## config.mk

```make
export PLATFORM = sky130hd
export DESIGN_NAME = sar_out_pack
export DESIGN_NICKNAME = d
export VERILOG_FILES = /design/src/rtl/sar_out_pack.sv
export SDC_FILE = /design/constraint.sdc
export NUM_CORES = 1
export LEC_CHECK = 0
export ABC_AREA = 1
export CAP_MARGIN = 20
export CELL_PAD_IN_SITES_DETAIL_PLACEMENT = 1
export CELL_PAD_IN_SITES_GLOBAL_PLACEMENT = 1
export CORE_UTILIZATION = 51
export CTS_BUF_LIST = sky130_fd_sc_hd__clkbuf_4 sky130_fd_sc_hd__clkbuf_8
export DETAILED_ROUTE_END_ITERATION = 6
export HOLD_SLACK_MARGIN = 0.15
export PLACE_DENSITY = 0.86
export SLEW_MARGIN = 20
export SYNTH_ARGS = -nofsm -noshare
export SYNTH_HDL_FRONTEND = slang
export SYNTH_SLANG_ARGS = --single-unit
```

## constraint.sdc

```tcl
create_clock -name clk -period 4.9 [get_ports clk]
set_clock_uncertainty 0.1 [all_clocks]
set_input_delay 0.735 -clock clk [delete_from_list [all_inputs] [get_ports clk]]
set_output_delay 0.735 -clock clk [all_outputs]
set_load 0.03 [all_outputs]
```

## src/rtl/sar_out_pack.sv

```systemverilog
// -----------------------------------------------------------------------------
// sar_out_pack
//
// Back-end stage behind the SAR core. Once per sampling clock it takes one SAR
// result. If a conversion did not complete in time, the last good code is used
// instead and the event is flagged and counted. Every PACK samples are packed
// into one wide word. Words are queued in a small FIFO that is read through a
// valid/ready interface.
//
// Optional build macro: SAR_OUT_OFFSET_EN
//   When defined, an extra signed "offset" input is present. Each complete code
//   becomes (code - offset), saturated to [0, 2^ADC_BITS-1]. The held code
//   stores this corrected value.
//
// Ports:
//   clk            sampling clock (rising edge)
//   rst            synchronous active-high reset
//   en             capture enable; low discards the partial word
//   adc_data       SAR code, index 0 = MSB
//   compl          conversion-complete flag for this sample
//   offset         (SAR_OUT_OFFSET_EN only) signed offset subtracted from codes
//   out_data       FIFO head word, lane 0 (oldest sample) in the low bits
//   out_valid      FIFO non-empty
//   out_ready      consumer accepts the head word at a clk edge
//   overflow       sticky: a completed word was dropped because the FIFO was full
//   incomplete     one-cycle pulse after an incomplete capture
//   incomplete_cnt saturating count of incomplete captures
// -----------------------------------------------------------------------------
module sar_out_pack #(
    parameter int ADC_BITS   = 8,
    parameter int PACK       = 4,
    parameter int FIFO_DEPTH = 4,
    parameter int ERR_CNT_W  = 16
) (
    input  logic                         clk,
    input  logic                         rst,
    input  logic                         en,
    input  logic [0:ADC_BITS-1]          adc_data,
    input  logic                         compl,
`ifdef SAR_OUT_OFFSET_EN
    input  logic signed [ADC_BITS:0]     offset,
`endif
    output logic [PACK*ADC_BITS-1:0]     out_data,
    output logic                         out_valid,
    input  logic                         out_ready,
    output logic                         overflow,
    output logic                         incomplete,
    output logic [ERR_CNT_W-1:0]         incomplete_cnt
);

    localparam int IDX_W  = (PACK > 1) ? $clog2(PACK) : 1;
    localparam int PTR_W  = $clog2(FIFO_DEPTH);
    localparam int FCNT_W = PTR_W + 1;
    localparam int WORD_W = PACK * ADC_BITS;

    // ---------------------------------------------------------------- capture
    logic [ADC_BITS-1:0] raw_code;
    logic [ADC_BITS-1:0] corr_code;
    logic [ADC_BITS-1:0] sample_code;

    // The SAR core delivers the MSB at index 0. Reverse it into a normal binary code.
    generate
        for (genvar gi = 0; gi < ADC_BITS; gi++) begin : g_bit_rev
            assign raw_code[ADC_BITS-1-gi] = adc_data[gi];
        end
    endgenerate

`ifdef SAR_OUT_OFFSET_EN
    // Two extra bits hold the full range of (code - offset), which is -255..511
    // for ADC_BITS=8. The top bit is the sign. The next bit shows the result is
    // above full scale.
    logic signed [ADC_BITS+1:0] diff;
    assign diff = $signed({2'b00, raw_code}) - $signed({offset[ADC_BITS], offset});

    always_comb begin
        corr_code = diff[ADC_BITS-1:0];
        if (diff[ADC_BITS+1]) begin
            corr_code = '0;
        end else if (diff[ADC_BITS]) begin
            corr_code = '1;
        end
    end
`else
    assign corr_code = raw_code;
`endif

    logic [ADC_BITS-1:0] held_reg;
    assign sample_code = compl ? corr_code : held_reg;

    // ---------------------------------------------------------------- packing
    logic [IDX_W-1:0]    lane_idx_reg;
    logic [ADC_BITS-1:0] lanes_reg [2**IDX_W];
    logic [WORD_W-1:0]   word_next;
    logic                last_lane;

    assign last_lane = (lane_idx_reg == IDX_W'(PACK - 1));

    // A word is pushed on the edge that captures its last lane. That lane comes
    // straight from the current sample. The earlier lanes come from registers.
    generate
        for (genvar gi = 0; gi < PACK; gi++) begin : g_word
            if (gi == PACK - 1) begin : g_cur
                assign word_next[gi*ADC_BITS +: ADC_BITS] = sample_code;
            end else begin : g_old
                assign word_next[gi*ADC_BITS +: ADC_BITS] = lanes_reg[gi];
            end
        end
    endgenerate

    // ---------------------------------------------------------------- FIFO
    logic [WORD_W-1:0] fifo_mem [FIFO_DEPTH];
    logic [PTR_W-1:0]  wr_ptr_reg;
    logic [PTR_W-1:0]  rd_ptr_reg;
    logic [FCNT_W-1:0] fifo_cnt_reg;
    logic              push;
    logic              pop;
    logic              full;
    logic              do_write;

    assign push     = en && last_lane;
    assign out_valid = (fifo_cnt_reg != '0);
    assign pop      = out_valid && out_ready;
    assign full     = (fifo_cnt_reg == FCNT_W'(FIFO_DEPTH));
    // When the FIFO is full, a pop on the same edge frees the head slot. The
    // head is read before the edge, so the new word can take that slot.
    assign do_write = push && (!full || pop);

    assign out_data = out_valid ? fifo_mem[rd_ptr_reg] : '0;

    // Storage has no reset. Reset only clears the pointers and the count.
    always_ff @(posedge clk) begin
        if (do_write) begin
            fifo_mem[wr_ptr_reg] <= word_next;
        end
    end

    logic                 overflow_reg;
    logic                 incomplete_reg;
    logic [ERR_CNT_W-1:0] incomplete_cnt_reg;

    always_ff @(posedge clk) begin
        if (rst) begin
            lane_idx_reg       <= '0;
            held_reg           <= '0;
            for (int i = 0; i < 2**IDX_W; i++) begin
                lanes_reg[i] <= '0;
            end
            wr_ptr_reg         <= '0;
            rd_ptr_reg         <= '0;
            fifo_cnt_reg       <= '0;
            overflow_reg       <= 1'b0;
            incomplete_reg     <= 1'b0;
            incomplete_cnt_reg <= '0;
        end else begin
            incomplete_reg <= en && !compl;

            if (en) begin
                if (compl) begin
                    held_reg <= corr_code;
                end else if (incomplete_cnt_reg != '1) begin
                    incomplete_cnt_reg <= incomplete_cnt_reg + ERR_CNT_W'(1);
                end
                lanes_reg[lane_idx_reg] <= sample_code;
                lane_idx_reg <= last_lane ? '0 : lane_idx_reg + IDX_W'(1);
            end else begin
                lane_idx_reg <= '0;
            end

            if (push && full && !pop) begin
                overflow_reg <= 1'b1;
            end

            if (do_write) begin
                wr_ptr_reg <= wr_ptr_reg + PTR_W'(1);
            end
            if (pop) begin
                rd_ptr_reg <= rd_ptr_reg + PTR_W'(1);
            end
            if (do_write && !pop) begin
                fifo_cnt_reg <= fifo_cnt_reg + FCNT_W'(1);
            end else if (pop && !do_write) begin
                fifo_cnt_reg <= fifo_cnt_reg - FCNT_W'(1);
            end
        end
    end

    assign overflow       = overflow_reg;
    assign incomplete     = incomplete_reg;
    assign incomplete_cnt = incomplete_cnt_reg;

endmodule

```

# Word level (Yosys, flattened, before mapping)
# Memory sizes are Yosys's and may differ from the RTL's. A register that Yosys moved wholly into a read port is not among the register bits.
# Index checks and enable logic that the tools add are counted.
# totals
regBits,35
ramBits,160
latch_bits,0
rom_bits,0
mem_count,2
# memory_table
memory,depth,word_bits,rd,rd_clocked_by_memory_dff,wr,line_no,rtl
fifo_mem,4,32,1,1,1,111,logic [WORD_W-1:0] fifo_mem [FIFO_DEPTH];
lanes_reg,4,8,3,0,4,92,logic [ADC_BITS-1:0] lanes_reg [2**IDX_W];
# op_classes
n_div,0
n_eq_ne,3
magnitude_cmp,0
n_mul,0
add_sub_neg,6
reduce_logical,18
n_shift,0
bitwise_logic,2
n_mux,16
# ops
cell,n
$mux 32,1
$add 16x1->16 const B,1
$mux 8,2
$ne 16x16->1 const B,1
$logic_and 1x1->1,8
$mux 1,8
$reduce_or 8->1,1
$add 2x1->2 const B,3
$mux 2,3
$mux 3,2
$logic_not 1->1,4
$add 3x1->3 const B,1
$eq 3x3->1 const B,1
$reduce_and 3->1,1
$reduce_bool 3->1,1
$reduce_or 3->1,1
$sub 3x1->3 const B,1
$eq 2x2->1 const B,1
$not 1->1,2
$reduce_bool 2->1,1
$logic_or 1x1->1,1

# Logic depth before layout (Yosys ltp)
# Gate-level depths: netlist of run 1.
# depth
depth_word,8
mapped_depth,11

# Worst setup path before layout of run 1
# No wires, ideal clock.
# synth_timing
path_kind,in2reg
start,input out_ready
end,"memory fifo_mem[0][0] (netlist bit), enable pin"
arrival_time_ps,2443
stages,4
path_slack_ps,1936
required_ps,4379
path_cell_list,inv_1 > nand3_1 > nand3_1 > nor2_1
# synth_via
elab_chain_cells,5
# synth_rtl
element,line_no,rtl
from (decl),45,"input logic out_ready,"
$logic_and 1x1->1,122,assign pop = out_valid && out_ready;
$logic_or 1x1->1,126,assign do_write = push && (!full || pop);
$logic_and 1x1->1,126,
$mux 1,132,if (do_write) begin
$mux 1 (implied by the code),133,fifo_mem[wr_ptr_reg] <= word_next;
to (decl),111,
# No other way between the ends.

==> results of run 1 <==
-- final timing paths --
kind	startpoint	end	slack (ps)	cells after the start
max reg2reg	lane_idx_reg[0]	fifo_cnt_reg[2]	2380	10
min reg2reg	overflow	overflow	370	1
min	overflow	overflow	370	1
max	register	out_data[8]	1140	6
-- cells by family after synthesis --
family          Yosys count  synth area share [%]
fa+ha+maj                 8                  1.42
compound gates          143                  9.46
flops                   189                  69.9
xor+xnor                  1                 0.115
simple gates            289                  15.2
buf+inv                  70                  3.94
-- power breakdown --
| part | total, W | internal (W) | switching (W) | leakage [nW] |
|---|---|---|---|---|
| Clock | 0.00107 | 0.000556 | 0.000516 | 0.212 |
| Sequential | 0.00182 | 0.00177 | 0.0000551 | 1.72 |
| Combinational | 0.00129 | 0.000443 | 0.000851 | 1.11 |
-- layout by cell type (no fill, tap or decap) --
cell / Yosys / final
inv_1: 39 / 39
o21a_1: 1 / 1
fa_1: 1 / 1
nand3_1: 19 / 19
nor2_2: 3 / 7
clkinv_1: 1 / 1
o21ai_0: 87 / 87
nor3b_1: 1 / 1
bufinv_16: 0 / 3
nor2_4: 3 / 3
nand2_4: 1 / 1
xor2_1: 1 / 1
dfxtp_2: 0 / 1
nand2_1: 65 / 65
nand2_2: 1 / 1
buf_4: 0 / 9
clkdlybuf4s50_1: 0 / 63
clkinv_2: 0 / 2
dfxtp_1: 37 / 36
edfxtp_1: 152 / 152
clkinvlp_4: 0 / 2
ha_1: 7 / 7
clkbuf_4: 0 / 7
nor3_1: 1 / 1
nor2_1: 195 / 191
clkbuf_8: 0 / 18
a21oi_1: 54 / 54
o21ai_1: 1 / 1
inv_2: 2 / 2
-- through the flow --
| step | hold slack, ps | cell area [µm²] | util [%] | setup WS, ps | total power [W] |
|---|---|---|---|---|---|
| after CTS | 382 | 8810 | 60.6 | 1090 | 0.00421 |
| after floorplan | 333 | 7590 | - | 1940 | 0.00263 |
| after detailed placement | 356 | 8390 | 57.7 | 1620 | 0.00315 |
| after global routing | 398 | 8810 | 60.6 | 891 | 0.00435 |
| final | 375 | 8810 | 60.6 | 1140 | 0.00419 |
| after global placement | 345 | 8390 | 57.7 | 1780 | 0.00311 |
-- metal layers --
| metal | part of all wire (%) | track usage [%] |
|---|---|---|
| met5 | 0 | 0 |
| met4 | 2.2 | 11.6 |
| met3 | 3.7 | 4.58 |
| met2 | 52 | 44.4 |
| met1 | 42 | 30.6 |
-- worst max-delay path, cell delays in order (launching register included) --
cell	delay (ps)
dfxtp_2	690
buf_4	470
nor2_1	110
nor2_1	110
o21ai_0	100
a21oi_1	250
clkdlybuf4s50_1	710
-- final cells by class --
class,instances,area (µm²)
clock buffers,25,300
clock inverters,7,115
fillers,1572,5730
inverters,42,158
multi-input cells,441,2000
flip-flops and latches,189,5310
well taps,184,230
repair buffers,72,698
==> results by stage, run 1 <==
Clock network:
- After clock tree synthesis, the clock-pin slew on the worst setup and hold paths is 90 ps.
- The total setup buffers inserted after CTS is 0.
- The maximum buffer depth of the clock tree is 2.
- Buffers inserted during clock tree synthesis total 17.
- The number of H-tree levels is 4.
- The clock sink count is 189.
- The hold buffer count at CTS is 0.
- At the later pin of the worst-skew pair, clock insertion delay measures 470 ps.
- The number of resized instances in the post-cts repair step is 0.
- CTS placed an instance of clkbuf_8 at the clock tree root.
- The CTS tree is done.

Synthesis:
- The area share of the largest cell type after synthesis is 60.1%.
- Counting every instance in the synthesized netlist gives 700.
- The cell accounting for the most synthesized area is edfxtp_1.
- For this run, the leading register cell type out of synthesis is edfxtp_1.
- The synthesized area per cell is 10.8 µm².
- In this run the cell area of the synthesized design comes to 0.00759 mm².
- During synthesis, Yosys emitted a total of 0 warnings.
- Of all flip-flops after synthesis, the portion carrying an async set or reset was 0%.
- nor2_1 is the most common cell in the netlist.
- By area the synthesized netlist is led by edfxtp_1 (60%), dfxtp_1 (9.8%), nor2_1 (9.6%).
- The netlist uses 25 different library cells.
- The flip-flop and latch count after synthesis is 189.
- Counting every net in the synthesized netlist gives 721.
- The number of synthesized flops with an enable pin is 152.
- The commonest cells after synthesis are nor2_1 (195), edfxtp_1 (152), o21ai_0 (87), nand2_1 (65), a21oi_1 (54).
- After synthesis, flip-flops and latches occupy 69.9% of the total area.

Power:
- The worst-case IR drop observed on VDD is 0.233 mV.
- In this run the static leakage power is 3.04 nW.
- In this run the power density over the cells is 475 mW/mm².

Global routing:
- The largest net degree at the start of global routing is 65.
- The first-pass GRT wire length is 28.2 mm.
- The final global-route overflow total is 0.
- For this run, the total global-route usage over all layers was measured as 25.4%.
- The number of global-route vias before repair is 5485.
- The initial antenna violation count is 0.

Critical path:
- The worst setup path is captured at a primary output.
- The type of the setup path with the least slack is reg -> out.
- STA classifies the critical path startpoint as a register.
- The worst endpoint data arrival time is 2920 ps.
- Data on the critical path is required at its endpoint by 4070 ps.
- In this run the worst path has a maximum fanout of 38.

Drt:
- Wires add up to 18.3 mm.
- In the routed design, unresolved DRC markers number 0.
- The per-cell via count in the routed design is 5.48.
- The number of DRC markers after the initial detailed-route iteration is 405.
- The detailed-routing iteration count for the pre-antenna-repair pass is 5.
- The average wire per cell in the routed design is 19.1 µm.
- The detailed router placed 5264 vias in this run.
- The remaining number of nets flagged by the antenna check after routing is 0.

STA:
- Setup violations remaining at the end of the flow were counted as 0.
- The highest achievable clock rate is 0.266 GHz.
- The final clock period utilization by the worst path is 76.6%.
- Summed over all failing endpoints, the final setup total negative slack is 0 ps.
- The number of slew-limit violations in the final report is 0.
- The worst slew slack as a fraction of its limit is 41.8%.
- The slew at the pin closest to its max-slew limit is 872 ps.
- Setup repair after global routing left no endpoint under its margin.
- The clock period could shrink to 3760 ps.
- The number of endpoints with negative hold slack in the final report is 0.

Place:
- The HPWL after detailed placement is 11.7 mm.
- Including well taps, the total number of placed cells is 928.
- The count of input and output buffers is 63.
- The placer congestion estimate is 0.848.

Run:
- Across the run, the number of max-cap violations was 0.

Die:
- The count of standard-cell rows is 44.
- The number of I/O pins is 64.
- The die outline area is 0.0154 mm².
- The region available for standard cell placement spans 0.0145 mm².
- The die height is 124 µm.
- From left edge to right edge, the die measures 124 µm.
- The initial standard-cell utilization of the core is 52.2%.

Layout:
- The number of diodes is 0.
- The total number of nets in the final design is 784.
- After the flow finishes, the layout carries non-filler instances totaling 960.
- The register with the most flip-flops in the layout has 128 of them.
- The fraction of final layout cells with drive strength greater than 1 is 7.22%.
- From synthesis to final layout, the design area changed by 16.0%.

Worst hold path:
- The classification of the worst-slack hold path is reg -> reg.

Status:
- The run finished with clean final reports.
Power figures use the tool's default switching activity.
==> inputs of run 2 (changes only) <==
- CORE_UTILIZATION: 51 -> 43
- PLACE_DENSITY: 0.86 -> 0.77
- clock period: 4.9 -> 3.4 ns (I/O delays scaled with it)
==> run 2 against run 1 <==
Against the previous run:
- die area grew 18%
- hold slack gained 3.4 ps
- routed wire length shrank 3.6%
- largest cell class unchanged
==> results by stage, run 2 (synthesis gave the netlist of run 1 again) <==
Clock network:
- The maximum buffer depth of the clock tree is 2 (unchanged).
- TritonCTS built the clock tree.
- The clock slew at the register clock pins of the worst setup and hold paths came to 100 ps (about the same).
- The clock sink count came to 189 (unchanged).
- The number of H-tree levels came to 4 (unchanged).
- The total setup buffers inserted after CTS is 0 (unchanged).
- The clock insertion delay at the later pin of the skew report is 480 ps (about the same).
- In this run the clock root is driven by a clkbuf_8.
- The total CTS buffers is 17 (unchanged).

Drt:
- The via count came to 5196 (-1.3%).
- The remaining number of nets flagged by the antenna check after routing came to 0 (unchanged).
- The average wire per cell in the routed design is 17.6 µm (-8.0%).
- The wire length after detailed routing is 17.7 mm (-3.6%).
- The detailed-routing iteration count for the pre-antenna-repair pass is 6 (+1).
- The per-cell via count in the routed design came to 5.17 (-5.8%).
- The DRC violations left is 0 (unchanged).
- The number of DRC markers after the initial detailed-route iteration was 287 (-29%).

Global routing:
- The initial antenna violation count is 0 (unchanged).
- The largest net degree at the start of global routing is 41 (-37%).
- The met3 routing resource usage after global routing is 3.64% (-0.94 points).
- The met1 capacity usage during global routing is 24.7% (-5.9 points).
- The final global-route overflow total is 0 (unchanged).
- The global routing's busiest layer is met2.
- The overall routing resource usage was 20.9% (-4.5 points).
- The met2 global-route usage is 37.7% (-6.7 points).
- The first-pass GRT wire length is 28.2 mm (about the same).
- The number of global-route vias before repair is 5541 (+1.0%).

STA:
- The number of endpoints with negative hold slack in the final report is 0 (unchanged).
- The shortest clock period the worst path allows after layout is 3140 ps.
- The number of setup violations in the final report is 0 (unchanged).
- Setup repair after global routing left no endpoint under its margin.
- The highest achievable clock rate is 0.319 GHz.
- After layout, the worst path uses 92.3% of the clock period.
- The final-layout setup total negative slack is 0 ps (unchanged).
- The worst slew slack as a fraction of its limit was 35.8% (-6.0 points).
- The number of slew-limit violations in the final report is 0 (unchanged).
- The slew at the pin closest to its max-slew limit is 962 ps (+90.3 ps).

Layout:
- The most frequent standard cell in the layout excluding fill and tap cells is nor2_1.
- The fraction of final layout cells with drive strength greater than 1 came to 9.60% (+2.4 points).
- The final-layout fill cell count is 1895 (+21%).
- The relative area change from synthesis to final layout is 16.4%.
- The post-layout instance count excluding filler cells is 1006 (+4.8%).
- The number of flip-flops in the largest register is 128 (unchanged).
- Leaving out fill and tap cells, the most frequent cells in the layout are nor2_1 (191), edfxtp_1 (152), o21ai_0 (87).
- The total number of nets in the final design came to 789 (+0.64%).
- The multi-input gate area in the final layout is 0.00200 mm² (unchanged).
- The sequential cell area was 0.00531 mm² (about the same).
- The number of diodes is 0 (unchanged).

Status:
- The run finished with clean final reports.

Place:
- The HPWL after detailed placement is 11.3 mm (-3.7%).
- The placer congestion estimate is 0.852 (+0.40%).
- The number of instances in the placed design is 974 (+5.0%).
- The count of input and output buffers is 63 (unchanged).

Die:
- The floorplan die width came to 135 µm (+8.8%).
- The number of I/O pins was 64 (unchanged).
- The count of standard-cell rows came to 48 (+9.1%).
- The die height is 135 µm (+8.8%).
- The die outline area is 0.0182 mm² (+18%).
- The total core area is 0.0173 mm² (+19%).
- The initial standard-cell utilization of the core came to 43.9% (-8.3 points).

Critical path:
- STA classifies the critical path startpoint as a register.
- The worst endpoint data arrival time is 2530 ps (-390 ps).
- The endpoint required time on the critical path is 2790 ps (-1280 ps).
- The number of cells on the worst reg-to-reg path is 10 (unchanged).
- The top fanout value on the critical path is 24 (-37%).
- The worst setup path is captured at a primary output.
- The critical path in this run is classified as reg -> out.

Power:
- The total design power is 0.00594 W (+42%).
- The areal power density over the cells is 672 mW/mm² (+41%).
- The worst IR drop on VDD is 0.449 mV (+93%).
- The static leakage power was 3.08 nW (+1.2%).

Worst hold path:
- The worst hold path stage count was 2 (+1).
- The min-delay analysis places its worst path in the category reg -> reg.

Run:
- The max capacitance violation total is 0 (unchanged).
run 2: power breakdown:
part           internal (W)  total (W)  switching [W]
combinational      0.000618    0.00187        0.00125
clock              0.000616    0.00146       0.000839
sequential          0.00255    0.00261      0.0000671
run 2: through the flow:
step           worst slack [ps]  instance area (µm²)  utilization, %  hold slack, ps
5_1_grt                    60.9                 8840            51.1             411
4_1_cts                    45.2                 8830            51.1             380
2_1_floorplan               661                 7590               -             333
3_5_place_dp                471                 8440            48.8             363
6_report                    262                 8840            51.1             378
3_3_place_gp                624                 8440            48.8             349
run 2: what timing repair did:
item                                    4_1_cts  5_1_grt
endpoints found under the setup margin        0        4
resized for setup                             0        1
hold endpoints to repair                      0        0
hold buffers                                  0        0
run 2: worst max-delay path, cell delays in order, from the launching register on:
cell and delay, ps:
dfxtp_4 500, buf_4 330, nor2_1 100, nor2_1 100, o21ai_0 110, a21oi_1 210
clkdlybuf4s50_1 700
run 2: final timing paths:
kind | start | end | slack [ps]
worst min-delay path | rd_ptr_reg[0] | register | 380
worst max register to register | lane_idx_reg[0] | fifo_cnt_reg[2] | 860
worst min register to register | rd_ptr_reg[0] | register | 380
worst max-delay path | register | out_data[5] | 260
run 2: layout make-up:
cell class / count / share of cell area [%]
Inverter: 42 / 1.78
Clock inverter: 14 / 1.67
Multi-Input combinational cell: 441 / 22.6
Tap cell: 225 / 3.19
Sequential cell: 189 / 60.1
Clock buffer: 18 / 2.73
Timing Repair Buffer: 77 / 7.93
run 2: routing by layer:
metal,vias up,share of wire (%),wire length (µm)
li1,2515,-,-
met1,2568,43,7640
met2,89,52,9240
met3,24,2.6,461
met4,0,1.8,309
met5,-,0,0
==> inputs of run 3 (changes only) <==
- CTS_CLUSTER_SIZE: unset -> 12
==> results of run 3 <==
Final layout, timing and power as in run 2 (identical DEF).
